`src/rtl/queue_reader.sv`:
```
// Consumer side of the 8-deep byte queue: dequeue pulse -> capture next cycle -> present to sink over valid/ready.
// valid_out rises 2 cycles after dequeue_out; a held byte waits indefinitely for ready_in; flush drains and discards.
module queue_reader #(
    parameter int unsigned GAP_CYCLES = 0,
    parameter int unsigned CNT_W      = 16
) (
    input  logic             clk_10khz,
    input  logic             reset_n,
    input  logic             enable_in,
    input  logic             flush_in,
    input  logic [3:0]       len_in,
    input  logic [7:0]       q_data_in,
    output logic             dequeue_out,
    output logic [7:0]       data_out,
    output logic             valid_out,
    input  logic             ready_in,
    output logic             busy_out,
    output logic [CNT_W-1:0] rd_count_out
);

    typedef enum logic [2:0] {
        IDLE, REQ, CAPT, PRESENT, DRAIN_REQ, DRAIN_CAPT, GAP
    } state_t;

    localparam logic [7:0] GAP_LAST   = 8'(GAP_CYCLES - 1);
    localparam state_t     AFTER_BYTE = (GAP_CYCLES > 0) ? GAP : IDLE;

    state_t             state_q, state_d;
    logic               deq_q, deq_d;
    logic [7:0]         data_q, data_d;
    logic               vld_q, vld_d;
    logic               busy_q, busy_d;
    logic [CNT_W-1:0]   cnt_q, cnt_d;
    logic [7:0]         gap_q, gap_d;
    logic               dispatch;

    always_comb begin
        state_d  = state_q;
        deq_d    = 1'b0;
        data_d   = data_q;
        vld_d    = vld_q;
        cnt_d    = cnt_q;
        gap_d    = gap_q;
        dispatch = 1'b0;

        case (state_q)
            IDLE:       dispatch = 1'b1;
            REQ:        state_d  = CAPT;
            CAPT: begin
                data_d  = q_data_in;
                vld_d   = 1'b1;
                state_d = PRESENT;
            end
            PRESENT: begin
                if (vld_q && ready_in) begin
                    vld_d   = 1'b0;
                    cnt_d   = cnt_q + CNT_W'(1);
                    gap_d   = 8'd0;
                    state_d = AFTER_BYTE;
                end
            end
            DRAIN_REQ:  state_d = DRAIN_CAPT;
            DRAIN_CAPT: begin
                gap_d   = 8'd0;
                state_d = AFTER_BYTE;
            end
            // The last gap cycle makes the IDLE decision itself, so exactly
            // GAP_CYCLES cycles separate a handshake from the next dequeue slot.
            GAP: begin
                if (gap_q == GAP_LAST) begin
                    dispatch = 1'b1;
                end else begin
                    gap_d = gap_q + 8'd1;
                end
            end
            default:    state_d = IDLE;
        endcase

        if (dispatch) begin
            if (flush_in && (len_in != 4'd0)) begin
                state_d = DRAIN_REQ;
                deq_d   = 1'b1;
            end else if (enable_in && (len_in != 4'd0)) begin
                state_d = REQ;
                deq_d   = 1'b1;
            end else begin
                state_d = IDLE;
            end
        end

        busy_d = (state_d != IDLE);
    end

    always_ff @(posedge clk_10khz or negedge reset_n) begin
        if (!reset_n) begin
            state_q <= IDLE;
            deq_q   <= 1'b0;
            data_q  <= 8'd0;
            vld_q   <= 1'b0;
            busy_q  <= 1'b0;
            cnt_q   <= '0;
            gap_q   <= 8'd0;
        end else begin
            state_q <= state_d;
            deq_q   <= deq_d;
            data_q  <= data_d;
            vld_q   <= vld_d;
            busy_q  <= busy_d;
            cnt_q   <= cnt_d;
            gap_q   <= gap_d;
        end
    end

    assign dequeue_out  = deq_q;
    assign data_out     = data_q;
    assign valid_out    = vld_q;
    assign busy_out     = busy_q;
    assign rd_count_out = cnt_q;

endmodule

```
`config.mk`:
```
export PLATFORM = sky130hd
export DESIGN_NAME = queue_reader
export DESIGN_NICKNAME = d
export VERILOG_FILES = /design/src/rtl/queue_reader.sv
export SDC_FILE = /design/constraint.sdc
export NUM_CORES = 1
export LEC_CHECK = 0
export ABC_CLOCK_PERIOD_IN_PS = 2200
export CORE_MARGIN = 8
export CORE_UTILIZATION = 45
export DETAILED_ROUTE_END_ITERATION = 12
export HOLD_SLACK_MARGIN = 0.02
export PLACE_DENSITY = 0.71
export SETUP_SLACK_MARGIN = 0.1
export SLEW_MARGIN = 20
export SYNTH_ARGS = -nofsm -noshare
export SYNTH_HDL_FRONTEND = slang
export SYNTH_SLANG_ARGS = --single-unit
```
`constraint.sdc`:
```
create_clock -name clk_10khz -period 2.2 [get_ports clk_10khz]
set_input_delay 0.33 -clock clk_10khz [delete_from_list [all_inputs] [get_ports clk_10khz]]
set_output_delay 0.33 -clock clk_10khz [all_outputs]
set_load 0.05 [all_outputs]
```
---- Yosys cells after proc, flatten, opt, wreduce, memory -nomap -nowiden ----
Index checks and enable logic that the tools add are counted.
word-level totals
  register bits ........................... 38
operators by class
  muxes and demuxes ....................... 15
  reductions and logical operators ........ 12
  add/sub/neg operators ................... 2
  eq/ne operators ......................... 9
operators by type and width
  operator                                                               count
  8-bit one-hot mux with 3 select lines                                  1
  16-bit by 1-bit adder with 16-bit output, second input constant        1
  8-bit two-way mux                                                      2
  3-bit one-hot mux with 5 select lines                                  1
  3-bit equality test, second input constant                             3
  3-bit two-way mux                                                      3
  8-bit by 1-bit adder with 8-bit output, second input constant          1
  8-bit equality test, second input constant                             1
  3-bit by 2-bit equality test with 1-bit output, second input constant  2
  1-bit two-way mux                                                      6
  3-bit nonzero test                                                     2
  2-bit inequality test, second input constant                           2
  1-bit one-hot mux with 2 select lines                                  2
  2-bit AND reduction                                                    2
  4-bit nonzero test                                                     1
  3-bit by 1-bit equality test with 1-bit output, second input constant  1
  1-bit logical AND                                                      3
  3-bit logical NOT                                                      1
  3-bit AND reduction                                                    1
  2-bit nonzero test                                                     1
  2-bit OR reduction                                                     1

---- Longest topological paths before layout ----
Gate-level depths: netlist of the first run.
  depth in word-level cells ............... 6
  gate-level depth with buffers ........... 6

---- Worst setup path before layout of the first run ----
OpenSTA, ideal clock, no wires.
  path type ............................... register to register
  start point ............................. register cnt_q[0] (netlist: rd_count_out[0])
  end point ............................... register cnt_q[12] (netlist: rd_count_out[12])
  arrival time ............................ 1604 ps
  required time ........................... 2059 ps
  cell stages (with the launch flop) ...... 6
  clock period less this slack ............ 1745 ps
  setup slack ............................. 455 ps
  path through ............................ dfrtp_1 -> ha_1 -> nand4_1 -> nor4_4 -> nand3_1 -> xnor2_1
on the way
  longest elaborated chain between the ends .. 1
RTL lines
  what                                      line  RTL
  start: declaration                        33    logic [CNT_W-1:0] cnt_q, cnt_d;
  start signal: assignment                  109   cnt_q <= cnt_d;
  16-bit by 1-bit adder with 16-bit output  57    cnt_d = cnt_q + CNT_W'(1);
Every way passes these cells.
A chain may end at the register's enable or synchronous reset.

---- Worst setup path after layout of the first run ----
  start point ............................. register cnt_q[2] (netlist: rd_count_out[2])
  end point ............................... output rd_count_out[2]
RTL lines
  what              line  RTL
  end: declaration  18    output logic [CNT_W-1:0] rd_count_out
No word-level cell between the ends.

==> metrics list, run 1 <==
- The number of antenna diodes in the final layout is 0.
- Site Rows: 23
- Summed over all cells, the static leakage comes to 1.07 nW.
* First-pass GRT wire length: 6570 um
- The routed layout has 1385 vias.
- After synthesis the netlist holds a flip-flop and latch count of 38.
- Global routing finished with a remaining overflow of 0.
* Die Outline Area: 6380 um^2
* # setup viols final: 0
- Once routing completed, OpenROAD measured the worst setup slack at 210 ps.
* Commonest non-fill, non-tap cell in the layout: sky130_fd_sc_hd__clkdlybuf4s50_1
* Fraction of registers with async set/reset: 1.00
- Number of gates given a new drive strength after cts: 0
- Total negative setup slack: 0 ps
* Minimum clock period: 1990 ps
- I/O Buffers: 43
- Of the synthesized area, sequential elements account for 0.518.
* Startpoint class of the critical path: register
* Count of cell types in the netlist: 48
* Area of the core region: 3970 um^2
* CTS buffer count: 5
- Achievable clock frequency: 0.502 GHz
- Measured on the finished design, the core utilization comes to 0.606.
* Clock slew seen by the registers of the worst setup and hold paths: 70 ps
- The worst register-to-register path begins at state_q[0].
- Post-route DRC violation count: 0
* Number of iterations in the first detailed-routing pass: 4
* Final total power: 2.99 mW
- Arrival time of data at the critical path endpoint: 1660 ps
* Worst slack, placed: 334 ps
- Dividing the final minimum period by the clock period gives 0.905.
- Vias per Instance: 5.54
- At the end of the flow, the number of nets in the layout was 218.
* Delay contributed by the slowest stage of the critical path: 860 ps
* Setup repair after global routing missed its margin: false
- Endpoint class of the critical path: output pin
- The flow ran to the end, and the final reports show no timing, DRC or antenna violations.
- Mean post-synth cell area: 12.2 um^2
- Count of flip-flops with a built-in enable after synthesis: 0
* Routed length per placed instance: 15.9 um
* TritonCTS clock tree: built
* Required time worst endpoint: 1870 ps
- Post-CTS timing repair inserted 0 buffers for setup.
- Critical setup path kind: reg2out
* Initial detailed-routing violation count: 55
- Layout overhead on the synthesized area: 31.0%
- The signal on the critical path passes through clkdlybuf4s50_1.
* GRT Overall Usage: 0.128
- The final layout contains routed wiring with a total length of 3990 um.
- Slew at the pin closest to its max-slew limit: 823 ps
- Initial Utilization: 0.462
- Max Cap Violations: 0
- For this run, the number of Yosys warnings is 0.
- The count of final hold-check violations came to 0.
- Leaving out fill and tap cells, the most frequent cells in the layout are 42 x sky130_fd_sc_hd__clkdlybuf4s50_1, 38 x sky130_fd_sc_hd__dfrtp_1, 11 x sky130_fd_sc_hd__xnor2_1.
- Final setup skew: 5.64 ps
- The root buffer cell chosen for the clock tree is sky130_fd_sc_hd__clkbuf_8.
* Die width: 79.9 um
- The count of final max-slew check failures is 0.
- For the worst-skew pair, the clock arrives at the later sink with an insertion delay of 280 ps.
- The H-tree was split into 2 levels.
* Layout cell share with drive strength beyond 1: 0.150
* Detailed placement HPWL: 2960 um
- The initial antenna violation count came to 0.
- Counting both buffers and inverters, the worst setup path holds a total of 1.
* Cts hold-fix bufs: 0
* Clk buf depth: 2
* Die Y-Extent: 79.9 um
- Cell count after synthesis: 151
- Power density cells: 1240 nW/um^2
* Via count of the first global-routing pass: 1420
- The congestion estimate from routability-driven global placement came to 0.751.
- During I/O placement, the number of pins put on the boundary was 44.
- Across the VDD grid, the largest voltage drop is 0.000885 V.
- Area of the mapped netlist: 1840 um^2
- The count of nets left with antenna violations once routing finished came out at 0.
- Number of fill cells: 326
* Top FF cell, synth: sky130_fd_sc_hd__dfrtp_1
- Worst slew margin: 0.451
- Classification of the worst-slack hold path: in2async
* Worst hold slack: 133 ps
- Largest net degree at the start of global routing: 39
- Among cell families on the critical path, the largest total delay comes from buffers and inverters.
- Of all nets on the critical path, the largest fanout is 6.
- The tree built by TritonCTS fans out to 38 sinks.
- The slowest stage of the critical path belongs to the cell sky130_fd_sc_hd__clkdlybuf4s50_1.
* Crit path launch: rd_count_out[2]
- Counting every net in the synthesized netlist gives 170.
## stage by stage
step	area, um^2	cells
floorplan	1840	151
global placement	2300	242
detailed placement	2300	242
CTS	2400	250
global route	2400	250
finish	2400	250
## layer usage
layer	vias to the layer above	global-route usage	routed length [um]
li1	649	-	-
met1	686	0.148	1600
met2	41	0.217	2020
met3	9	0.0439	302
met4	0	0.0436	58
met5	-	0	0
## synth_stat cells (2+ instances only)
| cell | n | area share |
|---|---|---|
| sky130_fd_sc_hd__xnor2_1 | 11 | 0.052 |
| sky130_fd_sc_hd__inv_1 | 5 | 0.010 |
| sky130_fd_sc_hd__nand2_1 | 7 | 0.014 |
| sky130_fd_sc_hd__xor2_1 | 4 | 0.019 |
| sky130_fd_sc_hd__and3_1 | 8 | 0.027 |
| sky130_fd_sc_hd__o21ai_0 | 2 | 0.0055 |
| sky130_fd_sc_hd__nor3_1 | 5 | 0.014 |
| sky130_fd_sc_hd__nand3_1 | 8 | 0.022 |
| sky130_fd_sc_hd__a211o_1 | 2 | 0.0095 |
| sky130_fd_sc_hd__ha_1 | 2 | 0.014 |
| sky130_fd_sc_hd__nor3b_1 | 2 | 0.0082 |
| sky130_fd_sc_hd__mux2_2 | 10 | 0.061 |
| sky130_fd_sc_hd__nand4_1 | 6 | 0.020 |
| sky130_fd_sc_hd__and2b_1 | 2 | 0.0082 |
| sky130_fd_sc_hd__dfrtp_1 | 38 | 0.52 |
| sky130_fd_sc_hd__nor2_1 | 4 | 0.0082 |
| sky130_fd_sc_hd__a31oi_1 | 3 | 0.010 |
| sky130_fd_sc_hd__and2_1 | 2 | 0.0068 |
## where the power goes
| group | internal [mW] | switching, mW | total, mW |
|---|---|---|---|
| Combinational | 0.534 | 0.808 | 1.34 |
| Clock | 0.339 | 0.232 | 0.571 |
| Sequential | 0.879 | 0.197 | 1.08 |
## worst register-to-register path, delay by kind of cell, from the launching register on
kind / cells / cell delay (ps)
AOI/OAI and AO/OA: 3 / 750
DFF: 1 / 510
and+or+nand+nor: 1 / 370
## area by class of cell
type | count | area, um^2 | share of cell area
Multi-Input combinational cell | 105 | 833 | 0.347
Clock buffer | 7 | 76.3 | 0.0317
Clock inverter | 1 | 30.0 | 0.0125
Tap cell | 50 | 62.6 | 0.0260
Inverter | 5 | 18.8 | 0.00780
Timing Repair Buffer | 44 | 433 | 0.180
Sequential cell | 38 | 951 | 0.395
## worst paths after layout
path                                    end  slack [ps]  cells after the start
min reg2reg                rd_count_out[15]         480                      1
min in group clk_10khz     rd_count_out[15]         480                      1
min                         rd_count_out[2]         130                      1
max reg2reg                        gap_q[5]         450                      4
max                         rd_count_out[2]         210                      1
max in group asynchronous   rd_count_out[7]        1540                      1
## kinds of logic after synthesis
| kind of cell | Yosys count | share of synthesized area |
|---|---|---|
| AO/OA/AOI/OAI | 21 | 0.0948 |
| XOR/XNOR | 15 | 0.0716 |
| adder cells (fa/ha/maj) | 2 | 0.0136 |
| buffers and inverters | 8 | 0.0279 |
| flip-flops | 38 | 0.518 |
| multiplexers | 11 | 0.0668 |
| AND/OR/NAND/NOR | 56 | 0.207 |
## state kept, by name, indices dropped and copies added, names as in the netlist
name          cells
dequeue_out       1
valid_out         1
busy_out          1
rd_count_out     16
data_out          8
gap_q             8
state_q           3
(Power assumes the default switching activity.)
==> inputs of run 2 (changes only) <==
Settings changed: ABC_CLOCK_PERIOD_IN_PS 2200 to 2000.
Clock period 2.2 ns to 2 ns, I/O delays scaled along.
==> run 2 against run 1 <==
Net effect: via count decreased by 1.9%; sequential power increased by 9%; first-iteration DRC count unchanged; critical path depth unchanged; total power increased by 6.7%; clock skew increased by 1.0 ps; utilization decreased by 0.19 points; combinational power increased by 9.7%; wire length decreased by 0.75%; largest cell class unchanged.
==> metrics list, run 2 (synthesized netlist as in run 1, its figures left out) <==
- Run status: complete, no violations (unchanged).
- Initial Utilization: 0.462 (unchanged)
* Number of cells on the worst reg-to-reg path: 4 (unchanged)
* Site Rows: 23 (unchanged)
- Insertion delay of the later-clocked pin in the worst-skew pair: 290 ps (was 280 ps)
- The total global routing overflow was 0 (unchanged).
* TritonCTS clock tree: built (unchanged)
* Hold Violations, Final: 0 (unchanged)
- H-Tree Level Count: 2 (unchanged)
- The destination of the critical timing path is valid_out (was rd_count_out[2]).
* Number of flip-flops under the largest register name: 16 (unchanged)
- Leading cell types in the layout, fill and taps excluded: 38 x sky130_fd_sc_hd__dfrtp_1, 37 x sky130_fd_sc_hd__clkdlybuf4s50_1, 11 x sky130_fd_sc_hd__xnor2_1 (was 42 x sky130_fd_sc_hd__clkdlybuf4s50_1, 38 x sky130_fd_sc_hd__dfrtp_1, 11 x sky130_fd_sc_hd__xnor2_1)
- Number of antenna cells inserted: 0 (unchanged)
- The worst slew slack as a fraction of its limit came to 0.459 (was 0.451).
- The critical path capture point type is an output pin (unchanged).
- Max-slew violation total from the final report: 0 (unchanged)
- Slew at the pin closest to its max-slew limit: 811 ps (was 823 ps)
- Worst hold slack: 96.6 ps (was 133 ps)
- CTS buffer count: 5 (unchanged)
* Number of iterations in the first detailed-routing pass: 4 (unchanged)
- The final antenna-violating net count was 0 (unchanged).
- Clk buf depth: 2 (unchanged)
- Minimum clock period: 1850 ps
- GRT Overall Usage: 0.133 (was 0.128)
- Met2 layer wire length in the routed design: 2010 um (was 2020 um)
* Final setup skew: 6.65 ps (was 5.64 ps)
- The chip width is 79.9 um (unchanged).
- Area taken by multi-input logic gates: 833 um^2 (unchanged)
- The final non-filler cell area was 2400 um^2 (about the same).
- Number of fill cells: 318 (was 326)
- The placeable core region was 3970 um^2 (unchanged).
* Seq. cell area: 951 um^2 (unchanged)
* VDD IR-drop max: 0.000915 V (was 0.000885 V)
- Setup repair after global routing missed its margin: false (unchanged)
* Leakage power figure: 1.14 nW (was 1.07 nW)
- The largest fanout of any net on the critical path was 4 (was 6).
* Launching point of the worst reg2reg path: state_q[0] (unchanged)
- M1 WL: 1690 um (was 1600 um)
- The delay of the slowest critical-path stage came to 830 ps (was 860 ps).
- The starting DRC count in detailed routing is 55 (unchanged).
- The number of vias per cell came to 5.43 (was 5.54).
- The via count of the first global-routing pass was 1457 (was 1420).
- The total placed instance area is 2300 um^2 (about the same).
* Commonest non-fill, non-tap cell in the layout: sky130_fd_sc_hd__dfrtp_1 (was sky130_fd_sc_hd__clkdlybuf4s50_1)
- First-pass GRT wire length: 6760 um (was 6570 um)
- Achievable clock frequency: 0.540 GHz
* Final GP Congestion: 0.747 (was 0.751)
* Root Buffer: sky130_fd_sc_hd__clkbuf_8 (unchanged)
- # setup viols final: 0 (unchanged)
- Post-route DRC violation count: 0 (unchanged)
- The overall power of the completed layout was 3.19 mW (was 2.99 mW).
- The final layout net count is 218 (unchanged).
- Top routing layer in use: met4 (unchanged)
* Setup slack, reg-to-reg: 280 ps (was 450 ps)
* Required time worst endpoint: 1700 ps (was 1870 ps)
- Buffering stage count on the worst path with inverters included: 1 (unchanged)
* Power density cells: 1330 nW/um^2 (was 1240 nW/um^2)
- Routed length per placed instance: 15.8 um (was 15.9 um)
- The met3 wire length was 215 um (was 302 um).
- The critical path data arrival time is 1550 ps (was 1660 ps).
- CP Cell Sequence: clkdlybuf4s50_1 (unchanged).
- Max Cap Violations: 0 (unchanged)
- The count of port buffers added during placement is 43 (unchanged).
* Count of vias placed by the detailed router: 1358 (was 1385)
- Critical setup path kind: reg2out (unchanged)
* Kind of cell adding the most delay to the critical path: buffers and inverters (unchanged)
- Worst reg2reg endpoint: gap_q[5] (unchanged)
* Number of logic stages on the critical path including buffering: 1 (unchanged)
* Wire length after detailed routing: 3960 um (was 3990 um)
* Layout cell share with drive strength beyond 1: 0.160 (was 0.150)
- Die Y-Extent: 79.9 um (unchanged)
- The initial antenna violation count was 0 (unchanged).
- The largest net degree at the start of global routing was 39 (unchanged).
- Crit path launch: valid_out (was rd_count_out[2])
* Number of sinks driven by the clock tree: 38 (unchanged)
- The post-CTS repair timing setup buffer count was 0 (unchanged).
* Layout overhead on the synthesized area: 30.6% (was 31.0%)
- Tcrit/Tclk final: 0.926
- The number of placed I/O pins came to 44 (unchanged).
* Startpoint class of the critical path: register (unchanged)
- Total negative setup slack: 0 ps (unchanged)
- Classification of the worst-slack hold path: in2async (unchanged)
* Detailed placement HPWL: 3000 um (was 2960 um)
* Critical-path top delay cell: sky130_fd_sc_hd__clkdlybuf4s50_1 (unchanged)
- The die footprint was 6380 um^2 (unchanged).
* Clock slew seen by the registers of the worst setup and hold paths: 70 ps (about the same)
==> run 2: metrics by stage <==
stage	utilization	instances	setup WS (ps)
2_1_floorplan	-	151	255
3_3_place_gp	0.578	242	211
3_5_place_dp	0.578	242	168
4_1_cts	0.601	250	112
5_1_grt	0.604	250	102
6_report	0.604	250	148
==> run 2: power breakdown <==
group / leakage (nW) / internal (mW) / total [mW] / switching, mW
Clock: 0.0482 / 0.278 / 0.542 / 0.264
Combinational: 0.603 / 0.581 / 1.47 / 0.886
Sequential: 0.484 / 0.967 / 1.18 / 0.214
Total: 1.14 / 1.83 / 3.19 / 1.36
==> run 2: what timing repair did <==
item,in CTS,in global routing
hold buffers,0,0
gates resized for setup,0,4
setup endpoints to repair,0,4
==> run 2: layout make-up <==
cell class / count / share of cell area
clock buffers: 7 / 0.0360
clock inverters: 1 / 0.00209
inverters: 5 / 0.00783
multi-input cells: 105 / 0.348
flip-flops and latches: 38 / 0.397
well taps: 50 / 0.0261
repair buffers: 44 / 0.184
==> run 2: layer usage <==
layer,up-vias,GRT usage
met5,-,0
li1,648,-
met4,0,0.0545
met2,33,0.231
met1,671,0.145
met3,6,0.0428
==> run 2: worst min path at each step <==
stage | start | end | slack, ps
2_1_floorplan | reset_n | busy_out | 4
3_3_place_gp | reset_n | rd_count_out[5] | 440
3_5_place_dp | reset_n | rd_count_out[4] | 450
4_1_cts | reset_n | rd_count_out[5] | 140
5_1_grt | reset_n | gap_q[4] | 180
6_report | reset_n | rd_count_out[5] | 100
==> inputs of run 3 (changes only) <==
Settings changed: SETUP_SLACK_MARGIN 0.1 to not set.
==> run 3 against run 2 <==
Net effect: worst hold slack worse by 2.0 ps; wire length is 0.28% higher; clock-buffer cell count did not move; non-clock buffer count unchanged; register-to-register slack barely moved; maximum frequency fell by 0.94%; sequential share of layout area is 0.17 points higher; utilization down 0.25 points; highest routed layer unchanged; combinational power is essentially flat; critical path type unchanged; total power hardly changed; first-iteration DRC count unchanged; clock power hardly changed.
==> metrics list, run 3 (synthesized netlist as in run 1, its figures left out) <==
- Area taken by multi-input logic gates: 833 um^2 (unchanged)
- Max-slew violation total from the final report: 0 (unchanged)
* Hold Violations, Final: 0 (unchanged)
- The starting DRC count in detailed routing is 55 (unchanged).
* Number of fill cells: 320 (was 318)
- I/O pin total: 44 (unchanged)
* Leading cell types in the layout, fill and taps excluded: 41 x sky130_fd_sc_hd__clkdlybuf4s50_1, 38 x sky130_fd_sc_hd__dfrtp_1, 11 x sky130_fd_sc_hd__xnor2_1 (was 38 x sky130_fd_sc_hd__dfrtp_1, 37 x sky130_fd_sc_hd__clkdlybuf4s50_1, 11 x sky130_fd_sc_hd__xnor2_1)
- Remaining number of nets flagged by the antenna check after routing: 0 (unchanged)
- The slowest cell on the critical path is sky130_fd_sc_hd__clkdlybuf4s50_1 (unchanged).
* # nets final: 218 (unchanged)
- The worst clock skew came to 7.76 ps (was 6.65 ps).
* Cts hold-fix bufs: 0 (unchanged)
- Area of the core region: 3970 um^2 (unchanged)
* Post-route insts no fill: 250 (unchanged)
- Internal power component: 1.83 mW (about the same)
- The maximum clock path buffer count is 2 (unchanged).
- The leading cell type in the layout, fill and taps excluded was sky130_fd_sc_hd__clkdlybuf4s50_1 (was sky130_fd_sc_hd__dfrtp_1).
- The combined buffer and inverter count along the critical path is 1 (unchanged).
* Die width: 79.9 um (unchanged)
- The switching power is 1.37 mW (was 1.36 mW).
* # setup viols final: 0 (unchanged)
- GRT Overall Usage: 0.133 (unchanged)
* Seq. cell area: 951 um^2 (unchanged)
- The initial core utilization was 0.462 (unchanged).
* Leakage power figure: 1.06 nW (was 1.14 nW)
- The first-pass iteration count of the detailed router came to 4 (unchanged).
- The time the final worst path needs with I/O delays and setup is 1870 ps (was 1850 ps).
* Arrival time of data at the critical path endpoint: 1570 ps (was 1550 ps)
* Run status: complete, no violations (unchanged)
- Delay contributed by the slowest stage of the critical path: 840 ps (was 830 ps)
* Seq pwr share: 0.370 (about the same)
- The number of placed cells counting well taps is 242 (unchanged).
- Die Outline Area: 6380 um^2 (unchanged)
* Power density cells: 1340 nW/um^2 (was 1330 nW/um^2)
- The highest attainable clock frequency was 0.535 GHz (was 0.540 GHz).
- Number of antenna cells inserted: 0 (unchanged)
- The post-CTS repair timing setup buffer count came to 0 (unchanged).
* Largest net degree at the start of global routing: 39 (unchanged)
* VDD IR-drop max: 0.000915 V (about the same)
- Via count of the first global-routing pass: 1457 (unchanged)
* Setup repair after global routing missed its margin: false (unchanged)
- TritonCTS clock tree: built (unchanged)
- The transition time of the tightest slew-check pin was 815 ps (was 811 ps).
- H-Tree Level Count: 2 (unchanged)
* Routed length per placed instance: 15.9 um (was 15.8 um)
* Final GP Congestion: 0.747 (unchanged)
* Switching Share: 0.428 (was 0.427)
- Final total power: 3.19 mW (about the same)
- Max Cap Violations: 0 (unchanged)
- First-pass GRT wire length: 6760 um (unchanged)
* Critical setup path kind: reg2out (unchanged)
- The total clock buffers created by CTS came to 5 (unchanged).
* Root Buffer: sky130_fd_sc_hd__clkbuf_8 (unchanged)
- The summed negative setup slack over all endpoints was 0 ps (unchanged).
- Kind of cell adding the most delay to the critical path: buffers and inverters (unchanged)
- Insertion delay of the later-clocked pin in the worst-skew pair: 290 ps (about the same)
- The final non-filler cell area came to 2390 um^2 (was 2400 um^2).
- The total global routing overflow came to 0 (unchanged).
- The post-cts resize count was 0 (unchanged).
- The standard-cell row count came to 23 (unchanged).
* Vias per Instance: 5.48 (was 5.43)
- Critical path fanouts, max: 6 (was 4)
- Wire length after detailed routing: 3970 um (was 3960 um)
- The HPWL after detailed placement came to 3000 um (unchanged).
- The worst slew slack as a fraction of its limit came to 0.457 (was 0.459).
* Required time worst endpoint: 1700 ps (about the same)
- The height of the die is 79.9 um (unchanged).
- The worst min-delay path class was in2async (unchanged).
- I/O Buffers: 43 (unchanged)
- Part of the total power dissipated in the clock network: 0.170 (about the same)
- CP Cell Sequence: clkdlybuf4s50_1 (unchanged)
* Placement-stage cell area: 2300 um^2 (unchanged)
* Layout overhead on the synthesized area: 30.1% (was 30.6%)
* Count of vias placed by the detailed router: 1370 (was 1358)
- Number of sinks driven by the clock tree: 38 (unchanged)
- Layout cell share with drive strength beyond 1: 0.160 (unchanged)
- Endpoint class of the critical path: output pin (unchanged)
- Antenna violations before repair: 0 (unchanged)
- Number of flip-flops under the largest register name: 16 (unchanged)
- The combinational share of power is 0.459 (was 0.460).
* Startpoint class of the critical path: register (unchanged)
- Clock slew seen by the registers of the worst setup and hold paths: 70 ps (about the same)
- The DRC violations left came to 0 (unchanged).
* Tcrit/Tclk final: 0.935 (was 0.926)
run 3: cell types whose count changed in the layout (fill, tap and decap cells not counted):
cell	previous run	this run
sky130_fd_sc_hd__dlymetal6s2s_1	4	0
sky130_fd_sc_hd__clkdlybuf4s50_1	37	41
run 3: cell type report:
class / count / area share
Clock buffer: 7 / 0.0362
Clock inverter: 1 / 0.00210
Inverter: 5 / 0.00786
Multi-Input combinational cell: 105 / 0.349
Sequential cell: 38 / 0.398
Tap cell: 50 / 0.0262
Timing Repair Buffer: 44 / 0.180
run 3: power by group through the flow:
stage / clock [mW] / sequential [mW] / combinational [mW]
final: 0.544 / 1.18 / 1.47
after global routing: 0.587 / 1.22 / 1.56
after CTS: 0.557 / 1.18 / 1.48
after detailed placement: 0 / 1.19 / 1.47
after global placement: 0 / 1.19 / 1.45
after floorplan: 0 / 1.62 / 0.607
run 3: worst paths after layout:
kind	start	to	slack, ps	depth (start not counted)
max	rd_count_out[3]	rd_count_out[3]	130	1
min	reset_n	rd_count_out[5]	90	1
max reg2reg	state_q[0]	gap_q[5]	270	4
min reg2reg	rd_count_out[15]	rd_count_out[15]	480	1
max in group asynchronous	reset_n	data_out[4]	1380	1
min in group clk_10khz	rd_count_out[15]	rd_count_out[15]	480	1
run 3: layer usage:
| layer | share of wire | wire [um] | vias up | global-route usage |
|---|---|---|---|---|
| li1 | - | - | 648 | - |
| met1 | 0.42 | 1660 | 676 | 0.145 |
| met2 | 0.50 | 1990 | 37 | 0.231 |
| met3 | 0.061 | 241 | 9 | 0.0428 |
| met4 | 0.019 | 74 | 0 | 0.0545 |
| met5 | 0 | 0 | - | 0 |
run 3: worst reg2reg max path, stage by stage (launching register included):
cell	delay [ps]
sky130_fd_sc_hd__dfrtp_1	510
sky130_fd_sc_hd__nand3b_2	370
sky130_fd_sc_hd__a21oi_4	240
sky130_fd_sc_hd__a211oi_2	110
sky130_fd_sc_hd__a221o_1	380
run 3: through the flow:
stage                     hold WS, ps  utilization  setup WS (ps)
after floorplan                  4.41            -            255
after global placement            437        0.578            211
after detailed placement          450        0.578            168
after CTS                         136        0.601            112
after global routing              183        0.601           52.8
final                            94.7        0.601            131
